[config.mk]
export PLATFORM = sky130hd
export DESIGN_NAME = vec_mem_sequencer
export DESIGN_NICKNAME = d
export VERILOG_FILES = /design/src/rtl/vec_mem_sequencer.sv
export SDC_FILE = /design/constraint.sdc
export NUM_CORES = 1
export LEC_CHECK = 0
export CORE_MARGIN = 4
export CORE_UTILIZATION = 25
export DETAILED_ROUTE_END_ITERATION = 10
export DONT_BUFFER_PORTS = 1
export HOLD_SLACK_MARGIN = 0.08
export PLACE_DENSITY = 0.35
export SLEW_MARGIN = 0
export SYNTH_ARGS = -nofsm -noshare
export SYNTH_HDL_FRONTEND = slang
export SYNTH_SLANG_ARGS = --single-unit
[constraint.sdc]
create_clock -name clk -period 5 [get_ports clk]
set_input_delay 0.5 -clock clk [delete_from_list [all_inputs] [get_ports clk]]
set_output_delay 0.5 -clock clk [all_outputs]
set_load 0.005 [all_outputs]
[src/rtl/vec_mem_sequencer.sv]
// Sequences one vector load/store as LANES element accesses on a single memory port, stalling upstream meanwhile.
// Loads assemble returned elements into one vector and write it to the VRF; outputs decode from registered state only.
module vec_mem_sequencer #(
  parameter int LANES  = 4,
  parameter int ELEM_W = 16,
  parameter int ADDR_W = 16,
  parameter int RD_LAT = 1
) (
  input  logic                    clk,
  input  logic                    rst,
  input  logic                    req_valid,
  output logic                    req_ready,
  input  logic                    req_store,
  input  logic [ADDR_W-1:0]       req_base,
  input  logic [ADDR_W-1:0]       req_stride,
  input  logic [LANES*ELEM_W-1:0] req_wdata,
  output logic [ADDR_W-1:0]       mem_addr,
  output logic                    mem_re,
  output logic                    mem_we,
  output logic [ELEM_W-1:0]       mem_wdata,
  input  logic [ELEM_W-1:0]       mem_rdata,
  output logic                    stall,
  output logic                    vrf_we,
  output logic [LANES*ELEM_W-1:0] vrf_wdata,
  output logic                    done
);

  localparam int IDX_W = $clog2(LANES);

  typedef enum logic [1:0] {S_IDLE, S_ISSUE, S_WAIT, S_DONE} state_e;

  state_e                        state_q, state_d;
  logic                          store_q;
  logic [ADDR_W-1:0]             addr_q;
  logic [ADDR_W-1:0]             stride_q;
  logic [LANES-1:0][ELEM_W-1:0]  wdata_q;
  logic [LANES-1:0][ELEM_W-1:0]  buf_q;
  logic [IDX_W-1:0]              i_q;
  logic [IDX_W-1:0]              r_q;
  logic [RD_LAT-1:0]             rvld_q;
  logic [RD_LAT-1:0]             rvld_d;
  logic                          cap;
  logic                          last_issue;
  logic                          last_cap;

  // Outstanding-read tracker: the top bit marks the cycle the matching data is on mem_rdata.
  if (RD_LAT == 1) begin : g_lat1
    assign rvld_d = mem_re;
  end else begin : g_latn
    assign rvld_d = {rvld_q[RD_LAT-2:0], mem_re};
  end

  assign cap        = rvld_q[RD_LAT-1] && (state_q == S_ISSUE || state_q == S_WAIT);
  assign last_issue = (i_q == IDX_W'(LANES - 1));
  assign last_cap   = cap && (r_q == IDX_W'(LANES - 1));

  always_ff @(posedge clk) begin
    if (rst) state_q <= S_IDLE;
    else     state_q <= state_d;
  end

  always_comb begin
    state_d = state_q;
    case (state_q)
      S_IDLE:  if (req_valid) state_d = S_ISSUE;
      S_ISSUE: if (last_issue) state_d = store_q ? S_DONE : S_WAIT;
      S_WAIT:  if (last_cap) state_d = S_DONE;
      S_DONE:  state_d = S_IDLE;
      default: state_d = S_IDLE;
    endcase
  end

  always_comb begin
    req_ready = 1'b0;
    stall     = 1'b0;
    mem_addr  = '0;
    mem_re    = 1'b0;
    mem_we    = 1'b0;
    mem_wdata = '0;
    vrf_we    = 1'b0;
    vrf_wdata = '0;
    done      = 1'b0;
    case (state_q)
      S_IDLE:  req_ready = 1'b1;
      S_ISSUE: begin
        stall     = 1'b1;
        mem_addr  = addr_q;
        mem_we    = store_q;
        mem_re    = !store_q;
        mem_wdata = store_q ? wdata_q[i_q] : '0;
      end
      S_WAIT:  stall = 1'b1;
      S_DONE:  begin
        done      = 1'b1;
        vrf_we    = !store_q;
        vrf_wdata = store_q ? '0 : buf_q;
      end
      default: ;
    endcase
  end

  // Clearing the tracker on reset is what drops reads still in flight from an aborted load.
  always_ff @(posedge clk) begin
    if (rst) begin
      store_q  <= 1'b0;
      addr_q   <= '0;
      stride_q <= '0;
      wdata_q  <= '0;
      buf_q    <= '0;
      i_q      <= '0;
      r_q      <= '0;
      rvld_q   <= '0;
    end else begin
      rvld_q <= rvld_d;
      if (state_q == S_IDLE && req_valid) begin
        store_q  <= req_store;
        addr_q   <= req_base;
        stride_q <= req_stride;
        wdata_q  <= req_wdata;
        buf_q    <= '0;
        i_q      <= '0;
        r_q      <= '0;
      end
      if (state_q == S_ISSUE) begin
        addr_q <= addr_q + stride_q;
        i_q    <= i_q + IDX_W'(1);
      end
      if (cap) begin
        buf_q[r_q] <= mem_rdata;
        r_q        <= r_q + IDX_W'(1);
      end
    end
  end

endmodule

# After elaboration in Yosys (flattened, before gate mapping)
# Index checks and enable logic that the tools add are counted.
# word_totals
reg_bits	168
output_inout_bits	102
elab_cells	69
# op_classes
add_sub_neg	3
order_cmp	3
eq_ne	8
mux	29
reduce_logical	11
# op_table
operator	count
$mux W64	5
$mux W16	7
$bwmux W64	1
$bmux W16 S2	1
$demux W16 S2	1
$add A16 B16 Y16	1
$mux W2	6
$eq A2 B2 Y1 const B	4
$pmux W2 S4	1
$mux W1	7
$lt A2 B3 Y1 const B	2
$ne A2 B2 Y1 const B	3
$add A2 B1 Y2 const B	2
$logic_and A1 B1 Y1	4
$reduce_bool A2 Y1	2
$reduce_and A3 Y1	1
$eq A2 B1 Y1 const B	1
$ge A2 B1 Y1 const B	1
$logic_not A2 Y1	1
$reduce_or A2 Y1	1
$logic_not A1 Y1	1
$logic_or A1 B1 Y1	1

# Longest topological paths before layout
# depth
ltp_word	6
mapped_depth	9
mapped_depth_nobuf	8

# Least setup slack after synthesis
# No wires, ideal clock.
# synth_path
kind	reg-to-reg
from	register addr_q[0]
to	register addr_q[10]
setup_ns	0.086
arrival_time_ns	1.942
required_ns	4.914
slack_ns	2.973
path_stages_with_launch	9
n_path_buf	0
cell_sequence	dfxtp_1 -> ha_1 -> fa_1 -> a21oi_1 -> o211ai_1 -> a21boi_0 -> o21ai_0 -> xnor2_1 -> a211oi_1
# synth_via
elab_chain_len	2
# synth_rtl
element	line	text
start, declared	34	logic [ADDR_W-1:0] addr_q;
start signal, assigned	117	addr_q <= req_base;
start signal, assigned	125	addr_q <= addr_q + stride_q;
$add A16 B16 Y16	125	
$mux W16	124	if (state_q == S_ISSUE) begin
# Every way passes these cells.
# A chain may end at the register's enable or synchronous reset.

# Worst setup path in the final report
# layout_path
from	register state_q[1]
to	output vrf_wdata[0]
# layout_via
elab_chain_len	2
# layout_rtl
element	line	text
start, declared	32	state_e state_q, state_d;
start signal, assigned	59	else state_q <= state_d;
$eq A2 B2 Y1	83	case (state_q)
$mux W64	83	
end, declared	24	output logic [LANES*ELEM_W-1:0] vrf_wdata,
# Every way passes these cells.

==> results.md <==
Outcome:
- The run finished with clean final reports.

Global routing:
- The number of global-route vias before repair came to 6,462.
- The total overflow left after global routing is 0.
- The number of antenna violations at the first check in global routing was 2.
- The overall track demand over capacity in global routing is 14.8%.
- The first-pass GRT wire length is 39,600 µm.
- The largest net degree at the start of global routing is 169.

Setup path:
- For the worst setup path, the data arrival time is 2310 ps.
- STA classifies the critical path startpoint as a register.
- The startpoint identified for the worst register-to-register timing path is state_q[1].
- In this run the critical register-to-register path is captured at addr_q[1].
- Broken down by cell family, the worst path's largest delay share belongs to simple AND/OR/NAND/NOR gates.
- Along the worst path, the maximum fanout reaches 65.
- The biggest cell delay along the critical path is 900 ps.
- The instance count on the critical path is 3.
- The slowest stage of the critical path belongs to the cell nor2b_4.
- STA puts the critical path data required time at 4500 ps.
- The register-to-register path setup slack is 2270 ps.
- Following the worst setup path forward leads to its endpoint at vrf_wdata[0].
- The capturing element type of the critical path is a primary output.
- The signal on the critical path passes through ha_1, nor2b_4, and2_1.
- The startpoint of the most critical setup path is state_q[1].
- The kind of critical path is reg -> out.
- The sum of buffers and inverters on the critical path is 0.
- For the worst flop-to-flop path, the logic depth is 8.

CTS:
- After clock tree synthesis, the repair step resized 0 gates.
- The number of buffers between clock root and the deepest sink is 2.
- The clock root buffer is clkbuf_16.
- In this run the post-CTS setup repair buffer count came out at 0.
- The H-tree generated during clock tree synthesis spans 4 levels.
- The sink count of the clock tree is 168.
- The clock transition at the registers of the reported paths is 70 ps.
- Buffers inserted during clock tree synthesis total 17.
- The count of hold buffers inserted by post-cts repair is 0.
- TritonCTS built the clock tree.
- The clock insertion delay at the later pin of the skew report is 430 ps.

Logic synthesis:
- The synthesized netlist contains 43 unique library cells.
- By area the synthesized netlist is led by dfxtp_1, nand2_1, a21oi_1.
- The top cell type by area accounts for 42.4% of the synthesized area.
- The yosys synthesis warning count is 0.
- The average instance area after synthesis is 7.88 µm².
- The predominant post-synthesis flop cell is dfxtp_1.
- The cell area that synthesis handed to floorplanning was 7940 µm².
- The net count of the mapped netlist is 1,149.
- In the synthesized netlist, the cells that appear most often are nand2_1, a21oi_1, dfxtp_1.
- The count of flip-flops with a built-in enable after synthesis is 0.
- The cell type with the highest aggregate area in the netlist is dfxtp_1.
- The count of state elements after synthesis is 168.
- The cell count after synthesis is 1,008.
- After synthesis, flip-flops and latches occupy 42.4% of the total area.
- For this run, asynchronously set or reset flops after synthesis account for 0%.
- The most instantiated library cell after synthesis is nand2_1.

Detailed routing:
- The count of nets left with antenna violations once routing finished came out at 0.
- Dividing the detail-routed wire length by the instance count gives 19.5 µm.
- In this run, the number of DRC markers left after iteration 0 of detailed routing was 372.
- The first detailed-routing pass took 4 iterations.
- In the routed design, unresolved DRC markers number 0.
- The total vias in the final route is 6,547.
- After detailed routing, the total wire length is 26,500 µm.
- The average via count per standard cell is 4.81.

Layout:
- Summing all flip-flop and latch instances after layout gives 3360 µm².
- Summing all multi-input logic gate instances after layout gives 4230 µm².
- The layout has 3,366 filler cells.
- The post-route cell area is 8840 µm².
- The number of nets in the final layout is 1,092.
- The ratio of cells with drive above 1 in the final layout is 6.33%.
- The area added between synthesis and finish is 11.3%.
- The final non-filler cell total is 1,360.
- The repair_antennas step left the layout with diodes totalling 0.

Floorplanning:
- Row generation in the floorplan step produced 64 rows.
- The chip width is 186 µm.
- Once the floorplan was initialized, standard cells occupied 25.6% of the core.
- For this design the top-level I/O count stands at 218.
- The area of the core region is 31,000 µm².
- The die boundary height is 186 µm.
- The total die area is 34,700 µm².

Timing:
- In the finished design, the share of the clock period the worst path needs comes to 56.3%.
- The peak clock frequency supported by timing is 0.355 GHz.
- For the final routed database, the setup TNS stands at 0 ps.
- The count of endpoints failing hold in the final timing report is 0.
- The time the final worst path needs with I/O delays and setup is 2810 ps.
- Headroom to the max-slew limit came out at 24.9%.
- On the final layout, the worst clock skew is 11.4 ps.
- The max-slew violation count is 0.
- The worst-margin pin slew is 1130 ps.
- Setup repair after global routing left no endpoint under its margin.
- Setup violations remaining at the end of the flow were counted as 0.

Place:
- The number of port buffers is 0.
- Counting tap cells, the placed design contains a total of 1,328 instances.
- The instance area after placement is 8160 µm².
- At the end of routability-driven placement, the weighted congestion stood at 0.765.
- The HPWL after detailed placement is 17,500 µm.

Power:
- IR analysis of the VDD net gives a maximum drop of 0.209 mV.
- The power density over the cells is 508 nW/µm².
- In this run the static leakage power is 0.00313 µW.

Worst hold path:
- The class of the tightest hold or removal check is in -> reg.
- The cell depth of the worst min-delay path is 1.

Flow run:
- The total of max-cap violations is 0.
[per-layer routing]
metal	track usage (%)	wire, µm	vias to the layer above
li1	-	-	3279
met2	23.8	12400	158
met5	0	25	-
met4	3.41	213	4
met1	19.3	11700	3092
met3	5.23	2100	14
[how the worst min path moves through the flow]
stage / to / from / slack, ps
2_1_floorplan: wdata_q[16] / wdata_q[16] / 430
3_3_place_gp: wdata_q[54] / wdata_q[54] / 440
3_5_place_dp: wdata_q[45] / wdata_q[45] / 440
4_1_cts: stride_q[12] / rst / 120
5_1_grt: buf_q[55] / rst / 120
6_report: state_q[1] / rst / 170
[cell type report]
cell class | instances | area share (%)
Multi-Input combinational cell | 749 | 47.8
Clock inverter | 11 | 2.46
Sequential cell | 168 | 38.0
Clock buffer | 21 | 5.21
Inverter | 10 | 0.425
Tap cell | 396 | 5.61
Timing Repair Buffer | 5 | 0.425
[power by group]
part | switching (µW) | internal, µW | total (µW) | leakage [µW]
Combinational | 819 | 443 | 1260 | 0.00143
Clock | 581 | 969 | 1550 | 0.000329
Sequential | 140 | 1540 | 1680 | 0.00137
[per-stage QoR]
step | hold WS [ps] | utilization [%] | setup slack (ps) | total power [µW]
CTS | 119 | 28.5 | 2040 | 4600
global placement | 439 | 26.3 | 2200 | 3010
floorplan | 433 | - | 2970 | 2690
global route | 117 | 28.5 | 1870 | 4830
detailed placement | 443 | 26.3 | 2180 | 3020
finish | 165 | 28.5 | 2190 | 4490
[flip-flops by register name, indices dropped and copies added (netlist names)]
| register | count |
|---|---|
| rvld_q | 1 |
| i_q | 2 |
| buf_q | 64 |
| state_q | 2 |
| stride_q | 16 |
| wdata_q | 64 |
| r_q | 2 |
| addr_q | 16 |
| store_q | 1 |
[cell families after synthesis]
family	Yosys count	share of synthesized area [%]
and+or+nand+nor	478	28.0
AOI/OAI and AO/OA	216	14.8
DFF	168	42.4
buffers and inverters	91	4.65
adders and majority gates	25	4.03
muxes	18	4.79
xor gates and xnor gates	12	1.32
[cells in the final DEF (no fill, tap or decap), types with 2 or more instances in the layout]
cell and n:
nand2_1 257, a21oi_1 179, dfxtp_1 168, and2_1 80, nand3_1 69, ha_1 23, nor2_1 22, nor2b_1 19
a211oi_1 18, clkbuf_16 17, mux4_2 16, and3_1 14, inv_1 10, xnor2_1 9, bufinv_16 6, o21ai_0 5
buf_4 5, nand4_1 3, xor2_1 3, and2_4 2, nand2_4 2, mux2i_1 2, nor3_1 2, o211ai_1 2
o21ai_2 2, nor4_1 2, clkinv_2 2, clkbuf_1 2, clkbuf_8 2
Note: power is estimated with default switching activity, not from simulation.
